<file path="src/rtl/spi_arb.sv">
// spi_arb: shares one SD-card SPI master and its chip-select between two
// requesters (0 = Z80 port path, 1 = boot/ROM loader). Ownership is granted
// per chip-select session; each byte is issued as a one-clock tx/rx strobe,
// timed in cen ticks, and returned to the owner with a done pulse.
module spi_arb #(
    parameter int TICKS = 16
) (
    input  logic       clock,
    input  logic       reset,
    input  logic       cen,
    input  logic       req0_cs,
    input  logic       req0_stb,
    input  logic       req0_rd,
    input  logic [7:0] req0_d,
    output logic       req0_done,
    input  logic       req1_cs,
    input  logic       req1_stb,
    input  logic       req1_rd,
    input  logic [7:0] req1_d,
    output logic       req1_done,
    output logic [7:0] q,
    output logic [1:0] owner,
    output logic       spi_tx,
    output logic       spi_rx,
    output logic [7:0] spi_d,
    input  logic [7:0] spi_q,
    output logic       sd_cs
);

    localparam int CW = $clog2(TICKS + 1);

    typedef enum logic [1:0] {
        IDLE,
        ISSUE,
        WAIT,
        DONE
    } state_t;

    state_t        state;
    logic [CW-1:0] cnt;
    logic          last;
    logic          pend0;
    logic          pend1;
    logic [7:0]    buf_d0;
    logic [7:0]    buf_d1;
    logic          buf_rd0;
    logic          buf_rd1;

    logic          own_cs;
    logic          own_pend;
    logic [7:0]    own_d;
    logic          own_rd;

    // Per-requester pending byte: the first strobe is kept until its ISSUE.
    always_ff @(posedge clock or posedge reset) begin
        if (reset) begin
            pend0   <= 1'b0;
            pend1   <= 1'b0;
            buf_d0  <= 8'h00;
            buf_d1  <= 8'h00;
            buf_rd0 <= 1'b0;
            buf_rd1 <= 1'b0;
        end else begin
            if (req0_stb && !pend0) begin
                pend0   <= 1'b1;
                buf_d0  <= req0_d;
                buf_rd0 <= req0_rd;
            end else if (state == ISSUE && owner == 2'b01) begin
                pend0 <= 1'b0;
            end
            if (req1_stb && !pend1) begin
                pend1   <= 1'b1;
                buf_d1  <= req1_d;
                buf_rd1 <= req1_rd;
            end else if (state == ISSUE && owner == 2'b10) begin
                pend1 <= 1'b0;
            end
        end
    end

    // Select the current owner's chip-select intent and pending byte.
    always_comb begin
        own_cs   = req0_cs;
        own_pend = pend0;
        own_d    = buf_d0;
        own_rd   = buf_rd0;
        if (owner == 2'b10) begin
            own_cs   = req1_cs;
            own_pend = pend1;
            own_d    = buf_d1;
            own_rd   = buf_rd1;
        end
    end

    // Session arbitration and byte sequencing; strobes and done are one-clock pulses.
    always_ff @(posedge clock or posedge reset) begin
        if (reset) begin
            state     <= IDLE;
            owner     <= 2'b00;
            sd_cs     <= 1'b1;
            last      <= 1'b1;
            spi_tx    <= 1'b0;
            spi_rx    <= 1'b0;
            spi_d     <= 8'h00;
            q         <= 8'h00;
            req0_done <= 1'b0;
            req1_done <= 1'b0;
            cnt       <= '0;
        end else begin
            spi_tx    <= 1'b0;
            spi_rx    <= 1'b0;
            req0_done <= 1'b0;
            req1_done <= 1'b0;
            case (state)
                IDLE: begin
                    if (owner != 2'b00) begin
                        if (own_cs) begin
                            owner <= 2'b00;
                            sd_cs <= 1'b1;
                        end else if (own_pend) begin
                            state  <= ISSUE;
                            spi_d  <= own_d;
                            spi_tx <= !own_rd;
                            spi_rx <= own_rd;
                        end
                    end else if (!req0_cs && !req1_cs) begin
                        if (last) begin
                            owner <= 2'b01;
                            last  <= 1'b0;
                        end else begin
                            owner <= 2'b10;
                            last  <= 1'b1;
                        end
                        sd_cs <= 1'b0;
                    end else if (!req0_cs) begin
                        owner <= 2'b01;
                        last  <= 1'b0;
                        sd_cs <= 1'b0;
                    end else if (!req1_cs) begin
                        owner <= 2'b10;
                        last  <= 1'b1;
                        sd_cs <= 1'b0;
                    end
                end
                ISSUE: begin
                    cnt   <= '0;
                    state <= WAIT;
                end
                WAIT: begin
                    if (cen) begin
                        if (cnt == CW'(TICKS - 1)) begin
                            cnt       <= CW'(TICKS);
                            state     <= DONE;
                            q         <= spi_q;
                            req0_done <= (owner == 2'b01);
                            req1_done <= (owner == 2'b10);
                        end else begin
                            cnt <= cnt + CW'(1);
                        end
                    end
                end
                DONE: begin
                    state <= IDLE;
                end
                default: begin
                    state <= IDLE;
                end
            endcase
        end
    end

endmodule

</file>
<file path="config.mk">
export PLATFORM = sky130hd
export DESIGN_NAME = spi_arb
export DESIGN_NICKNAME = d
export VERILOG_FILES = /design/src/rtl/spi_arb.sv
export SDC_FILE = /design/constraint.sdc
export NUM_CORES = 1
export LEC_CHECK = 0
export ABC_CLOCK_PERIOD_IN_PS = 2350
export BUFFER_PORTS_ARGS = -buffer_cell sky130_fd_sc_hd__buf_2
export CAP_MARGIN = 20
export CORE_ASPECT_RATIO = 1.75
export CORE_UTILIZATION = 52
export CTS_CLUSTER_DIAMETER = 50
export DETAILED_ROUTE_END_ITERATION = 7
export PLACE_DENSITY = 0.83
export SETUP_SLACK_MARGIN = 0.02
export SYNTH_ARGS = -nofsm -noshare
export SYNTH_HDL_FRONTEND = slang
export SYNTH_SLANG_ARGS = --single-unit
</file>
<file path="constraint.sdc">
create_clock -name clock -period 2.35 [get_ports clock]
set_clock_uncertainty 0.05 [all_clocks]
set_input_delay 0.1175 -clock clock [delete_from_list [all_inputs] [get_ports clock]]
set_output_delay 0.1175 -clock clock [all_outputs]
set_load 0.01 [all_outputs]
</file>
== Word level (Yosys, flattened, before mapping) ==
Cells that the tools add are included.

* Bits in registers: 51
* Bits of input ports: 33
* Output and inout bits: 23
* Word-level logic and storage cells: 101

* Add/sub/neg operators: 1
* Eq/ne operators: 14
* Multiplexer cells: 46
* Bitwise operators: 2
* Reductions and logical operators: 21

{| class="wikitable"
|+ Operators by type and width
! kind !! count
|-
| $mux 1 || 30
|-
| $mux 2 || 11
|-
| $ne 2x2->1 const B || 6
|-
| $mux 5 || 2
|-
| $pmux 5 s2 || 1
|-
| $reduce_and 3->1 || 3
|-
| $mux 8 || 1
|-
| $pmux 2 s4 || 1
|-
| $reduce_bool 2->1 || 4
|-
| $eq 2x2->1 const B || 3
|-
| $add 5x1->5 const B || 1
|-
| $eq 5x4->1 const B || 1
|-
| $logic_and 1x1->1 || 5
|-
| $logic_not 1->1 || 5
|-
| $reduce_and 5->1 || 1
|-
| $eq 2x1->1 const B || 2
|-
| $ne 4x2->1 const B || 1
|-
| $reduce_and 4->1 || 1
|-
| $ne 3x2->1 const B || 1
|-
| $logic_not 2->1 || 1
|-
| $not 1->1 || 2
|-
| $reduce_and 2->1 || 1
|}

== Depth between registers and ports, before layout ==
Gate-level depths: netlist (run 1).

* Depth after elaboration: 7
* Gate-level depth with buffers: 7
* Mapped depth without buffers: 7

== Worst setup path before layout (run 1) ==
No wires, ideal clock.

* Path type: flip-flop to flip-flop
* Start: register cnt[0]
* End: register state[1]
* Setup time: 0.125 ns
* Arrival: 1.579 ns
* Data required time: 2.175 ns
* Slack: 0.596 ns
* Stages on the path, launching flop included: 7
* Buffers on the path: 0
* Clock period less this slack: 1.754 ns
* Path through: dfrtp_1 -> ha_1 -> and3_1 -> ha_1 -> nand2_1 -> a221o_1 -> mux2_4

* Cells in the longest elaborated chain, start to end: 3

{| class="wikitable"
|+ RTL lines
! element !! line !! text
|-
| start: declaration || 40 || <nowiki>logic [CW-1:0] cnt;</nowiki>
|-
| start signal: assignment || 152 || <nowiki>cnt <= CW'(TICKS);</nowiki>
|-
| start signal: assignment || 158 || <nowiki>cnt <= cnt + CW'(1);</nowiki>
|-
| $eq 5x4->1 || 151 || <nowiki>if (cnt == CW'(TICKS - 1)) begin</nowiki>
|-
| $ne 2x2->1 (no source line) || -- ||
|-
| $reduce_and 5->1 (no source line) || -- ||
|-
| end signal: assignment || 147 || <nowiki>state <= WAIT;</nowiki>
|-
| end signal: assignment || 153 || <nowiki>state <= DONE;</nowiki>
|-
| end signal: assignment || 163 || <nowiki>state <= IDLE;</nowiki>
|-
| end: declaration || 39 || <nowiki>state_t state;</nowiki>
|}

No other way between the ends.
A chain may end at the register's enable or synchronous reset.

== Worst setup path after layout (run 1) ==
* Start: register state[1]
* End: register spi_d[7]

* Cells in the longest elaborated chain, start to end: 2

{| class="wikitable"
|+ RTL lines
! element !! line !! text
|-
| start signal: assignment || 98 || <nowiki>state <= IDLE;</nowiki>
|-
| start signal: assignment || 121 || <nowiki>state <= ISSUE;</nowiki>
|-
| start signal: assignment || 147 ||
|-
| $logic_not 2->1 || 114 || <nowiki>case (state)</nowiki>
|-
| $reduce_and 4->1 (no source line) || -- ||
|-
| end signal: assignment || 122 || <nowiki>spi_d <= own_d;</nowiki>
|-
| end: declaration || 25 || <nowiki>output logic [7:0] spi_d,</nowiki>
|}

No other way between the ends.

==> results of run 1 <==
-- worst max-delay path, delay by kind of cell, from the launching register on --
kind	cells	cell delay, ns
AOI/OAI and AO/OA	1	0.17
muxes	1	0.33
buffers and inverters	2	0.31
and+or+nand+nor	1	0.25
adders and majority gates	1	0.29
DFF	1	0.42
-- state kept, by name (all words and copies together), names as in the netlist, 2 cells and up --
name / flops
owner: 2
cnt: 5
q: 8
buf_d0: 8
spi_d: 8
buf_d1: 8
state: 2
-- layer usage --
metal,GRT usage,share of wire,vias up
met1,0.259,0.39,822
met4,0.108,0.030,0
li1,-,-,815
met2,0.418,0.54,57
met5,0,0,-
met3,0.0544,0.037,18
-- cells by family (layout without fill, tap and decap cells) --
| kind of cell | after synthesis | count (layout) | share of synthesized area |
|---|---|---|---|
| buffers and inverters | 13 | 95 | 0.0226 |
| adder cells (fa/ha/maj) | 7 | 7 | 0.0385 |
| AO/OA/AOI/OAI | 19 | 19 | 0.0583 |
| AND/OR/NAND/NOR | 61 | 61 | 0.125 |
| flip-flops | 51 | 51 | 0.562 |
| multiplexers | 39 | 39 | 0.193 |
-- final cells by class --
class	count	area share
Clock buffer	5	0.0233
Sequential cell	51	0.433
Clock inverter	2	0.0127
Tap cell	49	0.0208
Multi-Input combinational cell	126	0.320
Timing Repair Buffer	83	0.183
Inverter	5	0.00636
-- per-stage QoR --
stage	power (mW)	cells	hold WS [ns]	area, sq um
finish	3.19	321	0.00619	2950
floorplan	2.23	190	0.218	2270
CTS	3.20	320	0.00106	2940
global placement	2.54	292	0.264	2620
detailed placement	2.58	292	0.276	2620
global route	3.41	321	0.00271	2950
-- worst max-delay path by stage --
stage                    end  cells past startpoint
floorplan           state[1]                      6
global placement        q[4]                      5
detailed placement  spi_d[2]                      6
CTS                     q[0]                      5
global route        state[1]                      5
finish              spi_d[7]                      6
-- cells in the mapped netlist, drive strengths merged, types with 2 or more instances --
master	number	area [sq um]
buf	2	10.0
a21o	2	15.0
mux2	36	409
nor3b	4	30.0
nand3b	2	15.0
nor2b	3	18.8
inv	5	18.8
dfstp	2	52.6
nor2	7	28.8
nand2b	2	12.5
dfrtp	49	1230
clkbuf	6	22.5
nand2	37	139
and3	2	12.5
mux2i	3	30.0
ha	7	87.6
o21ai	6	30.0
a22o	5	43.8
-- power by group --
group	internal [mW]	switching, mW	leakage, nW
Combinational	0.624	0.542	0.800
Clock	0.311	0.278	0.0502
Sequential	1.21	0.225	0.636
Total	2.15	1.04	1.49
-- cell usage in the layout (no fill, tap or decap) --
cell | Yosys | final
dlygate4sd3_1 | 0 | 22
nand3_1 | 1 | 1
and2_1 | 1 | 1
a22oi_1 | 1 | 1
a221o_1 | 1 | 1
nor3_1 | 1 | 1
inv_2 | 0 | 1
nand3b_1 | 2 | 2
a211oi_1 | 1 | 1
nor2_1 | 6 | 6
mux2i_1 | 3 | 3
dfstp_2 | 2 | 2
mux2_2 | 35 | 35
bufinv_16 | 0 | 1
buf_4 | 0 | 6
dfrtp_1 | 49 | 49
clkinvlp_4 | 0 | 1
a21oi_1 | 1 | 1
nand2_1 | 37 | 37
ha_1 | 7 | 7
and4bb_1 | 1 | 1
a22o_1 | 5 | 5
nand2b_1 | 2 | 2
nor2_2 | 1 | 1
a21o_1 | 2 | 2
inv_1 | 5 | 4
clkbuf_8 | 0 | 5
buf_2 | 2 | 55
o21ai_0 | 6 | 6
a31oi_1 | 1 | 1
o21a_1 | 1 | 1
mux2_4 | 1 | 1
nor2b_1 | 3 | 3
nor3b_1 | 4 | 4
and3_1 | 2 | 2
==> impl_results.md, run 1 <==
- Status: completed
- Unrepaired setup endpoints after global routing: false
- Arrival @ worst endpoint: 2.07 ns
- Setup Viol. Count Final: 0
- Hold depth: 2
- Vias in the first global route: 1816
- CP Capture Type: flop
- Detailed-route vias per instance: 5.33
- Sequential area share after synthesis: 0.562
- Fin nets: 312
- R2R depth: 6
- Final Worst Setup Slack: 0.419 ns
- CP cell instances: inv_1, ha_1, o21ai_0, nor2_2, buf_4, mux2_2
- Netlist cell types: 30
- CTS resizes: 0
- Crit. Startpoint: state[1]
- Port Buf Inserts: 55
- Critical Path Max Stage Delay: 0.42 ns
- Post-CTS Hold Buffers: 21
- Cell Rows: 31
- Root buffer cell: clkbuf_8
- Async SR Flop Fraction: 1.00
- CP max-delay cell: dfrtp_1
- Finished Core Util: 0.711
- CP required: 2.49 ns
- Diodes inserted: 0
- TritonCTS Buffers: 5
- Area Overhead vs Synth: 29.7%
- Fin. max-slew vios: 0
- Hold Vio Cnt, Final: 0
- Initial Util: 0.548
- Share of cells above drive strength 1: 0.397
- First-pass GRT wire length: 8000 um
- Vias: 1712
- CTS max path bufs: 2
- CTS tree: yes
- Clock sink count: 51
- H-Tree Depth: 2
- DR WL/cell: 14.8 um
- DR iter-0 viols: 30
- Crit Path Max Fanout: 8
- Worst VDD drop: 1.10 mV
- Final wirelength: 4750 um
- Footprint of the multi-input gates: 945 sq um
- Launch point of the worst hold path: req1_rd
- Total core area: 4150 sq um
- CP Class: flop to flop
- Tightest Hold Check Type: primary input to flop
- Routed Antenna Nets: 0
- Fill cell count: 275
- Hold Path Sink: buf_rd1
- Clk_lat worst skew: 0.30 ns
- Fin crit period: 1.93 ns
- Worst setup SP type: flop
- Die area: 4650 sq um
- DIE WIDTH: 52.0 um
- Pre-CTS setup slack: 0.421 ns
- Number of synthesized flops with an enable pin: 0
- Mapped Area: 2270 sq um
- Worst r2r src: state[1]
- CTS clk-pin slew, worst paths: 0.09 ns
- DIE HEIGHT: 89.5 um
- Total GRT Usage: 0.235
- Number of antenna violations at the first check in global routing: 0
- Routability cong.: 0.821
- PD cells: 1080 nW/um^2
- FF-to-FF setup slack: 0.42 ns
- Setup bufs post-CTS: 0
- Largest net degree at the start of global routing: 52
- Fmax: 518 MHz
- Worst-margin pin slew: 0.617 ns
- Register area: 1280 sq um
- Dpl hpwl: 3210 um
- Final Cycle Share: 0.822
- Reg2reg end: spi_d[7]
- MaxCap Viol Count: 0
- Static leakage: 1.49 nW
- # IOs: 56
- Yosys warnings: 0
- FF+latch count, synth: 51
- Rel. slew slack: 0.589
- Grt ovf: 0
- Syn Area/Cell: 12.0 sq um
- Syn Nets: 230
- Setup TNS: 0 ns
- Prevailing post-synth register cell: dfrtp_1
- Mapped Cells: 190
- DR pass1 iterations: 4
- DRC Markers: 0
(Power assumes the default switching activity.)
==> run 2: changes to the inputs <==
Settings changed: ABC_CLOCK_PERIOD_IN_PS 2350 to 1590, CORE_UTILIZATION 52 to 47, PLACE_DENSITY 0.83 to 0.8.
Clock period 2.35 ns to 1.59 ns, I/O delays scaled along.
==> run 2 against run 1 <==
The run now ends with setup timing left. First-iteration DRC count grew 20%. Sequential share of layout area decreased by 5.1 points. Clock power up 31%. Largest power group is now combinational cells. Via count is 11% higher.
==> impl_results.md, run 2 (synthesized netlist as in run 1, its figures left out) <==
- Initial Util: 0.488
- Sequential power share: 0.395
- CTS clk-pin slew, worst paths: 0.10 ns
- Hold Vio Cnt, Final: 0
- PD cells: 1590 nW/um^2
- Vias in the first global route: 1936
- Crit Path Max Fanout: 2
- Total GRT Usage: 0.254
- DR WL/cell: 16.5 um
- Worst-margin pin slew: 0.385 ns
- Non-Filler Cell Area, Final: 3340 sq um
- CP required: 1.74 ns
- Status: finished with violations
- Clock sink count: 51
- CP Capture Type: flop
- Final Cycle Share: 1.08
- DRC Markers: 0
- Pre-CTS setup slack: -0.130 ns
- Worst VDD drop: 1.32 mV
- Grt ovf: 0
- Clock power frac: 0.146
- Number of antenna violations at the first check in global routing: 0
- Area Overhead vs Synth: 46.8%
- CTS max path bufs: 2
- MaxCap Viol Count: 0
- Unrepaired setup endpoints after global routing: true
- Static leakage: 1.68 nW
- Most common cell after layout, fill and taps aside: buf_2
- Dpl hpwl: 3550 um
- Arrival @ worst endpoint: 1.87 ns
- Placed Cells: 318
- Internal power: 3.48 mW
- Failing checks: setup timing
- Non-filler cells, final: 357
- Share of cells above drive strength 1: 0.475
- Root buffer cell: clkbuf_8
- CTS tree: yes
- Total core area: 4670 sq um
- Worst setup SP type: flop
- Detailed-route vias per instance: 5.33
- First-pass GRT wire length: 9020 um
- Final Worst Setup Slack: -0.123 ns
- Tightest Hold Check Type: primary input to flop
- FF-to-FF setup slack: -0.12 ns
- Reg2reg end: state[1]
- Worst r2r src: cnt[0]
- Largest net degree at the start of global routing: 35
- Logic pwr share: 0.460
- Vias: 1904
- Fin crit period: 1.71 ns
- Most frequent cells in the layout: 55 x buf_2, 49 x dfrtp_1, 36 x nand2_1
- Net Switching: 1.82 mW
- # IOs: 56
- Routability cong.: 0.814
- Launch point of the worst hold path: req0_cs
- Rel. slew slack: 0.743
- DR iter-0 viols: 36
- Final wirelength: 5910 um
- Setup Viol. Count Final: 20
- Cell Rows: 33
- DIE HEIGHT: 94.0 um
- Fin nets: 344
- Fin. max-slew vios: 0
- DIE WIDTH: 54.6 um
- Hold_ws: 0.0556 ns
- Hold Path Sink: owner[0]
- Hold depth: 3
- Diodes inserted: 0
- Fmax: 584 MHz
- TritonCTS Buffers: 5
- Die area: 5130 sq um
- R2R depth: 6
- Routed Antenna Nets: 0
- DP Area: 2870 sq um
- CP Class: flop to flop
- Port Buf Inserts: 55
- H-Tree Depth: 2
- DR pass1 iterations: 4
- Sw frac: 0.343
- Clk_lat worst skew: 0.31 ns
## run 2: cell count changes in the layout (fill, tap and decap cells not counted), moves of 2 or more
| cell | before | now |
|---|---|---|
| buf_4 | 6 | 29 |
| mux2_4 | 1 | 9 |
| buf_12 | 0 | 3 |
| nor3b_2 | 0 | 2 |
| ha_2 | 0 | 2 |
| dlygate4sd3_1 | 22 | 27 |
| mux2_2 | 35 | 27 |
| nor3b_1 | 4 | 2 |
| ha_1 | 7 | 4 |
## run 2: layout make-up
| cell class | count | area, sq um |
|---|---|---|
| Tap cell | 52 | 65.1 |
| Inverter | 5 | 18.8 |
| Multi-Input combinational cell | 126 | 1040 |
| Timing Repair Buffer | 115 | 851 |
| Fill cell | 322 | 1330 |
| Clock inverter | 2 | 16.3 |
| Sequential cell | 51 | 1280 |
| Clock buffer | 6 | 72.6 |
## run 2: metrics by stage
step	util	power (mW)	setup TNS, ns
floorplan	-	3.36	-1.98
CTS	0.712	5.20	-1.44
global route	0.716	5.59	-2.51
detailed placement	0.615	4.22	-1.81
finish	0.716	5.30	-1.37
global placement	0.615	4.10	-1.34
## run 2: critical path, cell delays in order, from the launching register on
cell     delay, ns
dfrtp_1       0.36
ha_2          0.18
and3_4        0.20
ha_4          0.13
nand2_2       0.04
a221o_1       0.33
mux2_4        0.32
## run 2: worst max-delay path by stage
stage          cells after the start  endpoint    from  slack [ns]
6_report                           6  state[1]  cnt[0]       -0.12
5_1_grt                            6  state[1]  cnt[0]       -0.17
4_1_cts                            6  state[1]  cnt[0]       -0.12
3_5_place_dp                       6  state[1]  cnt[1]       -0.13
3_3_place_gp                       6  state[1]  cnt[1]        -0.1
2_1_floorplan                      6  state[1]  cnt[0]       -0.15
## run 2: power by group through the flow
stage	logic, mW	clock network, mW	registers, mW
final	2.44	0.773	2.09
after global routing	2.61	0.836	2.14
after CTS	2.35	0.772	2.08
after detailed placement	2.13	0	2.09
after global placement	2.03	0	2.06
after floorplan	1.26	0	2.10
## run 2: routing by layer
layer  GRT usage  wire (um)
met5           0          0
met4       0.118        170
met3      0.0421        211
met2       0.466       3390
met1       0.258       2140
## run 2: timing repair
item | CTS | global route
hold buffers | 27 | 0
gates cloned | 1 | 0
hold endpoints to repair | 43 | 0
setup buffers | 3 | 1
resized for setup | 12 | 3
setup endpoints to repair | 24 | 24
pin swaps | 5 | 4
